File: src/rtl/uart_boot_pkg.sv
// Shared types and constants for the UART firmware boot loader.
// The CSUM state is only reachable when UART_BOOT_LOADER_CHECKSUM_EN is defined.
package uart_boot_pkg;

    typedef enum logic [2:0] {
        WAIT_MAGIC,
        LEN_LO,
        LEN_HI,
        DATA,
        CSUM,
        DONE,
        ERROR
    } boot_state_e;

    localparam logic [7:0] BOOT_MAGIC = 8'hA5;
    localparam int         LEN_W      = 16;

endpackage

File: src/rtl/boot_word_packer.sv
// Packs a byte stream into DATA_WIDTH words in either byte order.
// word_o/word_valid_o present the completed word in the cycle of its last byte.
module boot_word_packer #(
    parameter int DATA_WIDTH = 32,
    parameter int BIG_ENDIAN = 0
) (
    input  logic                  clk,
    input  logic                  rst_n,
    input  logic                  clr_i,
    input  logic                  byte_valid_i,
    input  logic [7:0]            byte_i,
    output logic [DATA_WIDTH-1:0] word_o,
    output logic                  word_valid_o
);

    localparam int BYTES = DATA_WIDTH / 8;
    localparam int LW    = $clog2(BYTES);

    logic [LW-1:0]         lane_q, lane_d;
    logic [LW-1:0]         pos;
    logic [DATA_WIDTH-1:0] acc_q, acc_d;

    always_comb begin
        acc_d        = acc_q;
        lane_d       = lane_q;
        word_valid_o = 1'b0;
        pos          = (BIG_ENDIAN != 0) ? (LW'(BYTES - 1) - lane_q) : lane_q;
        if (clr_i) begin
            acc_d  = '0;
            lane_d = '0;
        end else if (byte_valid_i) begin
            acc_d[{pos, 3'b000} +: 8] = byte_i;
            // BYTES is a power of two, so the lane counter wraps on its own
            lane_d       = lane_q + 1'b1;
            word_valid_o = (lane_q == LW'(BYTES - 1));
        end
    end

    assign word_o = acc_d;

    always_ff @(posedge clk or negedge rst_n) begin
        if (!rst_n) begin
            acc_q  <= '0;
            lane_q <= '0;
        end else begin
            acc_q  <= acc_d;
            lane_q <= lane_d;
        end
    end

endmodule

File: src/rtl/uart_boot_loader.sv
// UART boot loader: parses A5/len/payload frames, writes RAM, releases core reset.
// Optional trailing checksum byte is enabled by defining UART_BOOT_LOADER_CHECKSUM_EN.
module uart_boot_loader
    import uart_boot_pkg::*;
#(
    parameter int DATA_WIDTH     = 32,
    parameter int ADDR_WIDTH     = 16,
    parameter int LOAD_BASE      = 0,
    parameter int MAX_WORDS      = 4096,
    parameter int BIG_ENDIAN     = 0,
    parameter int TIMEOUT_CYCLES = 100000
) (
    input  logic                  clk,
    input  logic                  rst_n,
    input  logic                  rx_valid_i,
    input  logic [7:0]            rx_data_i,
    output logic                  mem_we_o,
    output logic [ADDR_WIDTH-1:0] mem_addr_o,
    output logic [DATA_WIDTH-1:0] mem_wdata_o,
    output logic                  core_rst_n_o,
    output logic                  done_o,
    output logic                  error_o
);

    localparam int BYTES = DATA_WIDTH / 8;
    localparam logic [ADDR_WIDTH-1:0] BASE = ADDR_WIDTH'(LOAD_BASE);

    boot_state_e           state_q, state_d;
    logic [LEN_W-1:0]      n_q, n_d;
    logic [LEN_W-1:0]      words_q, words_d;
    logic [ADDR_WIDTH-1:0] addr_q, addr_d;
    logic [31:0]           idle_q, idle_d;
    logic                  mem_we_q, mem_we_d;
    logic [DATA_WIDTH-1:0] wdata_q, wdata_d;
    logic                  core_rst_n_q, core_rst_n_d;
    logic                  done_q, done_d;
    logic                  error_q, error_d;
`ifdef UART_BOOT_LOADER_CHECKSUM_EN
    logic [7:0]            sum_q, sum_d;
`endif

    logic                  active;
    logic                  timeout;
    logic                  pk_valid;
    logic [DATA_WIDTH-1:0] pk_word;
    logic [LEN_W-1:0]      len_w;
    logic [63:0]           end_addr;
    logic                  too_big;

    assign active   = (state_q == LEN_LO) || (state_q == LEN_HI) ||
                      (state_q == DATA)   || (state_q == CSUM);
    assign timeout  = (TIMEOUT_CYCLES != 0) && active && !rx_valid_i &&
                      ((idle_q + 32'd1) == 32'(TIMEOUT_CYCLES));

    boot_word_packer #(
        .DATA_WIDTH (DATA_WIDTH),
        .BIG_ENDIAN (BIG_ENDIAN)
    ) u_packer (
        .clk          (clk),
        .rst_n        (rst_n),
        .clr_i        (timeout),
        .byte_valid_i (rx_valid_i && (state_q == DATA)),
        .byte_i       (rx_data_i),
        .word_o       (pk_word),
        .word_valid_o (pk_valid)
    );

    always_comb begin
        state_d      = state_q;
        n_d          = n_q;
        words_d      = words_q;
        addr_d       = addr_q;
        mem_we_d     = 1'b0;
        wdata_d      = wdata_q;
        core_rst_n_d = core_rst_n_q;
        done_d       = done_q;
        error_d      = error_q;
`ifdef UART_BOOT_LOADER_CHECKSUM_EN
        sum_d        = sum_q;
`endif
        idle_d       = active ? (rx_valid_i ? '0 : idle_q + 32'd1) : '0;
        len_w        = {rx_data_i, n_q[7:0]};
        end_addr     = 64'(LOAD_BASE) + 64'(len_w) * 64'(BYTES);
        too_big      = (32'(len_w) > 32'(MAX_WORDS)) ||
                       (end_addr > (64'd1 << ADDR_WIDTH));

        // address moves on only after the write cycle has shown it
        if (mem_we_q) begin
            addr_d = addr_q + ADDR_WIDTH'(BYTES);
        end

        unique case (state_q)
            WAIT_MAGIC: begin
                if (rx_valid_i && (rx_data_i == BOOT_MAGIC)) begin
                    state_d = LEN_LO;
                end
            end
            LEN_LO: begin
                if (rx_valid_i) begin
                    n_d     = {8'h00, rx_data_i};
                    state_d = LEN_HI;
                end
            end
            LEN_HI: begin
                if (rx_valid_i) begin
                    n_d = len_w;
                    if (len_w == '0) begin
                        state_d = DONE;
                        done_d  = 1'b1;
                    end else if (too_big) begin
                        state_d = ERROR;
                        error_d = 1'b1;
                    end else begin
                        state_d = DATA;
                    end
                end
            end
            DATA: begin
`ifdef UART_BOOT_LOADER_CHECKSUM_EN
                if (rx_valid_i) begin
                    sum_d = sum_q + rx_data_i;
                end
`endif
                if (pk_valid) begin
                    mem_we_d = 1'b1;
                    wdata_d  = pk_word;
                    words_d  = words_q + 1'b1;
                    if (words_q == n_q - 1'b1) begin
`ifdef UART_BOOT_LOADER_CHECKSUM_EN
                        state_d = CSUM;
`else
                        state_d = DONE;
                        done_d  = 1'b1;
`endif
                    end
                end
            end
`ifdef UART_BOOT_LOADER_CHECKSUM_EN
            CSUM: begin
                if (rx_valid_i) begin
                    if (8'(sum_q + rx_data_i) == 8'h00) begin
                        state_d = DONE;
                        done_d  = 1'b1;
                    end else begin
                        state_d = ERROR;
                        error_d = 1'b1;
                    end
                end
            end
`endif
            DONE: begin
                core_rst_n_d = 1'b1;
            end
            default: begin
            end
        endcase

        if (timeout) begin
            state_d = WAIT_MAGIC;
            n_d     = '0;
            words_d = '0;
            addr_d  = BASE;
            idle_d  = '0;
`ifdef UART_BOOT_LOADER_CHECKSUM_EN
            sum_d   = '0;
`endif
        end
    end

    always_ff @(posedge clk or negedge rst_n) begin
        if (!rst_n) begin
            state_q      <= WAIT_MAGIC;
            n_q          <= '0;
            words_q      <= '0;
            addr_q       <= BASE;
            idle_q       <= '0;
            mem_we_q     <= 1'b0;
            wdata_q      <= '0;
            core_rst_n_q <= 1'b0;
            done_q       <= 1'b0;
            error_q      <= 1'b0;
`ifdef UART_BOOT_LOADER_CHECKSUM_EN
            sum_q        <= '0;
`endif
        end else begin
            state_q      <= state_d;
            n_q          <= n_d;
            words_q      <= words_d;
            addr_q       <= addr_d;
            idle_q       <= idle_d;
            mem_we_q     <= mem_we_d;
            wdata_q      <= wdata_d;
            core_rst_n_q <= core_rst_n_d;
            done_q       <= done_d;
            error_q      <= error_d;
`ifdef UART_BOOT_LOADER_CHECKSUM_EN
            sum_q        <= sum_d;
`endif
        end
    end

    assign mem_we_o     = mem_we_q;
    assign mem_addr_o   = addr_q;
    assign mem_wdata_o  = wdata_q;
    assign core_rst_n_o = core_rst_n_q;
    assign done_o       = done_q;
    assign error_o      = error_q;

endmodule
File: config.mk
export PLATFORM = sky130hd
export DESIGN_NAME = uart_boot_loader
export DESIGN_NICKNAME = d
export VERILOG_FILES = /design/src/rtl/uart_boot_pkg.sv /design/src/rtl/boot_word_packer.sv /design/src/rtl/uart_boot_loader.sv
export SDC_FILE = /design/constraint.sdc
export NUM_CORES = 1
export LEC_CHECK = 0
export CORE_ASPECT_RATIO = 1.4
export CORE_MARGIN = 5
export CORE_UTILIZATION = 25
export DETAILED_ROUTE_END_ITERATION = 6
export GPL_TIMING_DRIVEN = 0
export PLACE_DENSITY = 0.47
export SETUP_SLACK_MARGIN = 0.2
export SYNTH_ARGS = -nofsm -noshare
export SYNTH_HDL_FRONTEND = slang
export SYNTH_SLANG_ARGS = --single-unit
export TNS_END_PERCENT = 30
File: constraint.sdc
create_clock -name clk -period 3.79 [get_ports clk]
set_input_delay 0.379 -clock clk [delete_from_list [all_inputs] [get_ports clk]]
set_output_delay 0.379 -clock clk [all_outputs]
set_load 0.05 [all_outputs]
==> flow_metrics.env, run 1 <==
export IMPL_crit_start="n_q[4]$_DFFE_PN0P_"
export IMPL_clk_pin_slew_worst_paths_ns=0.07
export IMPL_crit_cells=8
export IMPL_slew_viol_final=0
export IMPL_fmax_ghz=0.296
export IMPL_finalSetupViolations=0
export IMPL_cpPeakStageDelay_ns=0.94
export IMPL_die_area_sq_mm=0.0335
export IMPL_rsz0062_at_grt="true"
export IMPL_critical_path_endpoint="state_q[1]$_DFFE_PN0P_"
export IMPL_drt_total_wl_microns=20500
export IMPL_num_antenna_cells=0
export IMPL_initial_core_util=0.251
export IMPL_period_needed_ns=3.38
export IMPL_yosysSeqAreaShare=0.479
export IMPL_r2r_start="n_q[4]$_DFFE_PN0P_"
export IMPL_grt_antenna_before_repair=0
export IMPL_fin_skew_ns=0.0162
export IMPL_mostFrequentLayoutCells="dfrtp_1 (142), nand2_1 (106), nor2_1 (99)"
export IMPL_synth_async_reset_ratio=1.00
export IMPL_finalHoldViolations=0
export IMPL_r2r_cells=8
export IMPL_drcViolationCount=0
export IMPL_critPathArrivalTime_ns=3.70
export IMPL_ios=63
export IMPL_gp_congestion=0.789
export IMPL_vias=6070
export IMPL_overflow=0
export IMPL_drt_iter0_markers=267
export IMPL_port_buffers=57
export IMPL_synth_flop_cell="dfrtp_1"
export IMPL_cts_root_buffer_cell="clkbuf_16"
export IMPL_antenna_left=0
export IMPL_first_pass_iters=4
export IMPL_finish_utilization=0.311
export IMPL_ir_drop_mv=0.352
export IMPL_min_period_over_period=0.892
export IMPL_grt_pass1_vias=6254
export IMPL_crit_path_end_kind="flip-flop"
export IMPL_drv_cap=0
export IMPL_p_leak_uw=0.00388
export IMPL_core_sq_mm=0.0297
export IMPL_status="finished clean"
export IMPL_viasPerCell=4.69
export IMPL_placed_area_sq_mm=0.00857
export IMPL_die_y_microns=215
export IMPL_r2r_slack_ns=0.41
export IMPL_clk_path_buf_depth=2
export IMPL_worstPathBufferInverterCount=1
export IMPL_regToRegEndpoint="state_q[1]$_DFFE_PN0P_"
export IMPL_tightest_slew_ns=1.07
export IMPL_track_usage=0.127
export IMPL_slew_headroom=0.283
export IMPL_stdcell_area_sq_mm=0.00927
export IMPL_crit_slowest_cell="nor4_1"
export IMPL_fin_ws_ns=0.411
export IMPL_dp_slack_ns=-0.0171
export IMPL_cts_sinks=143
export IMPL_ys_ff_latch=143
export IMPL_wl_per_cell_microns=15.8
export IMPL_critPathLaunchType="flip-flop"
export IMPL_cts_tree="yes"
export IMPL_path_cells="clkbuf_1 -> nor4_1 -> a21boi_0 -> or3_1 -> a31o_2 -> or4bb_1 -> o21ai_0 -> a211oi_1"
export IMPL_yosysUniqueCellTypes=62
export IMPL_final_common_cell="dfrtp_1"
export IMPL_syn2layout_area_growth_pct=24.0
export IMPL_crit_type="reg2reg"
export IMPL_clk_latency_ns=0.45
export IMPL_grt_max_degree=115
export IMPL_min_path_type="in2async"
export IMPL_worstPathRequired_ns=4.11
export IMPL_rows=75
export IMPL_yosys_warnings=0
export IMPL_die_width_microns=156
export IMPL_numCtsBuffers=17
export IMPL_hpwl_microns=14300
export IMPL_synth_edf_count=0
export IMPL_syn_avg_cell_area_sq_um=9.17
export IMPL_netlist_instances=815
export IMPL_htree_levels=4
export IMPL_cp_top_family="simple AND/OR/NAND/NOR gates"
export IMPL_drive_gt1_frac=0.0803
export IMPL_syn_area_sq_mm=0.00747
export IMPL_finalNetCount=918
export IMPL_grt_pass1_wl_microns=33900
export IMPL_pwr_density_cell_mw_per_mm2=621
export IMPL_cp_max_fo=10
[kinds of logic (layout without fill, tap and decap cells)]
family                     Yosys count  after routing  share of synthesized area
AOI/OAI and AO/OA                  102            102                     0.0794
muxes                               14             14                     0.0189
DFF                                143            143                      0.479
adders and majority gates           11             11                     0.0184
and+or+nand+nor                    409            409                      0.277
xor gates and xnor gates            79             79                     0.0944
other                                1              2                   0.000502
buffers and inverters               56            149                     0.0328
[cells in the mapped netlist, drive strengths merged, types with 8 or more instances]
library cell  count  area (sq um)
a21oi            31           155
and3             41           257
buf              22           118
clkbuf           23          86.3
dfrtp           143          3580
ha               11           138
inv              11          41.3
mux2i            13           130
nand2           106           398
nand3            30           155
nand4            18           113
nor2             99           372
nor3             42           210
nor3b             8          60.1
nor4             16           121
o21ai            42           210
or4               9          67.6
xnor2            33           289
xor2             45           394
[layout make-up]
| cell class | count | area (sq um) |
|---|---|---|
| fillers | 3099 | 20500 |
| clock buffers | 17 | 425 |
| repair buffers | 61 | 628 |
| flip-flops and latches | 143 | 3580 |
| well taps | 385 | 482 |
| multi-input cells | 617 | 3690 |
| inverters | 11 | 41.3 |
| clock inverters | 15 | 215 |
| plain buffers | 45 | 205 |
[timing repair]
item	CTS	global route
hold endpoints to repair	29	0
gates resized for setup	0	10
hold buffers	1	0
endpoints found under the setup margin	98	99
pin swaps	1	0
gates cloned	0	0
setup buffers	1	1
[how the worst min path moves through the flow]
stage / startpoint / cells after the start / slack (ns) / end
finish: rst_n / 2 / 0.39 / mem_wdata_o[22]$_DFFE_PN0P_
global route: rst_n / 2 / 0.40 / mem_wdata_o[22]$_DFFE_PN0P_
CTS: rst_n / 2 / 0.39 / idle_q[0]$_DFF_PN0_
detailed placement: rst_n / 1 / 0.27 / mem_wdata_o[17]$_DFFE_PN0P_
global placement: error_o$_DFFE_PN0P_ / 1 / 0.45 / error_o$_DFFE_PN0P_
floorplan: rst_n / 0 / 0.08 / core_rst_n_o$_DFFE_PN0N_
[power breakdown]
group | internal (uW) | switching (uW) | leakage, uW | total [uW]
clock | 1080 | 784 | 0.000318 | 1860
combinational | 643 | 1140 | 0.00168 | 1780
sequential | 1820 | 292 | 0.00188 | 2110
[per-layer routing]
metal  GRT usage  part of all wire  up-vias
met4      0.0498             0.024        0
met1       0.152              0.43     2939
met2       0.219              0.51      100
met3      0.0281             0.033       26
met5           0                 0        -
li1            -                 -     3005
[registers in the layout, indices dropped and copies added (netlist names)]
register and cells:
idle_q 32, mem_wdata_o 32, u_packer.acc_q 24, n_q 16
words_q 16, mem_addr_o 14, state_q 3, u_packer.lane_q 2
core_rst_n_o 1, done_o 1, error_o 1, mem_we_o 1
[metrics by stage]
step,power (uW),setup TNS (ns),cells,hold slack (ns)
after floorplan,3330,0,816,0.0834
after global placement,3920,-596.04,1258,0.445
after detailed placement,3940,-0.213,1259,0.269
after CTS,5850,0,1293,0.387
after global routing,6140,0,1294,0.400
final,5760,0,1294,0.392
Power figures use the tool's default switching activity.
==> inputs of run 2 (changes only) <==
--- a/config.mk
+++ b/config.mk
@@ -5,6 +5,7 @@
 export SDC_FILE = /design/constraint.sdc
 export NUM_CORES = 1
 export LEC_CHECK = 0
+export CAP_MARGIN = 20
 export CORE_ASPECT_RATIO = 1.4
 export CORE_MARGIN = 5
 export CORE_UTILIZATION = 25
==> results of run 2 <==
The final DEF is identical to that of run 1; final timing and power are the same.
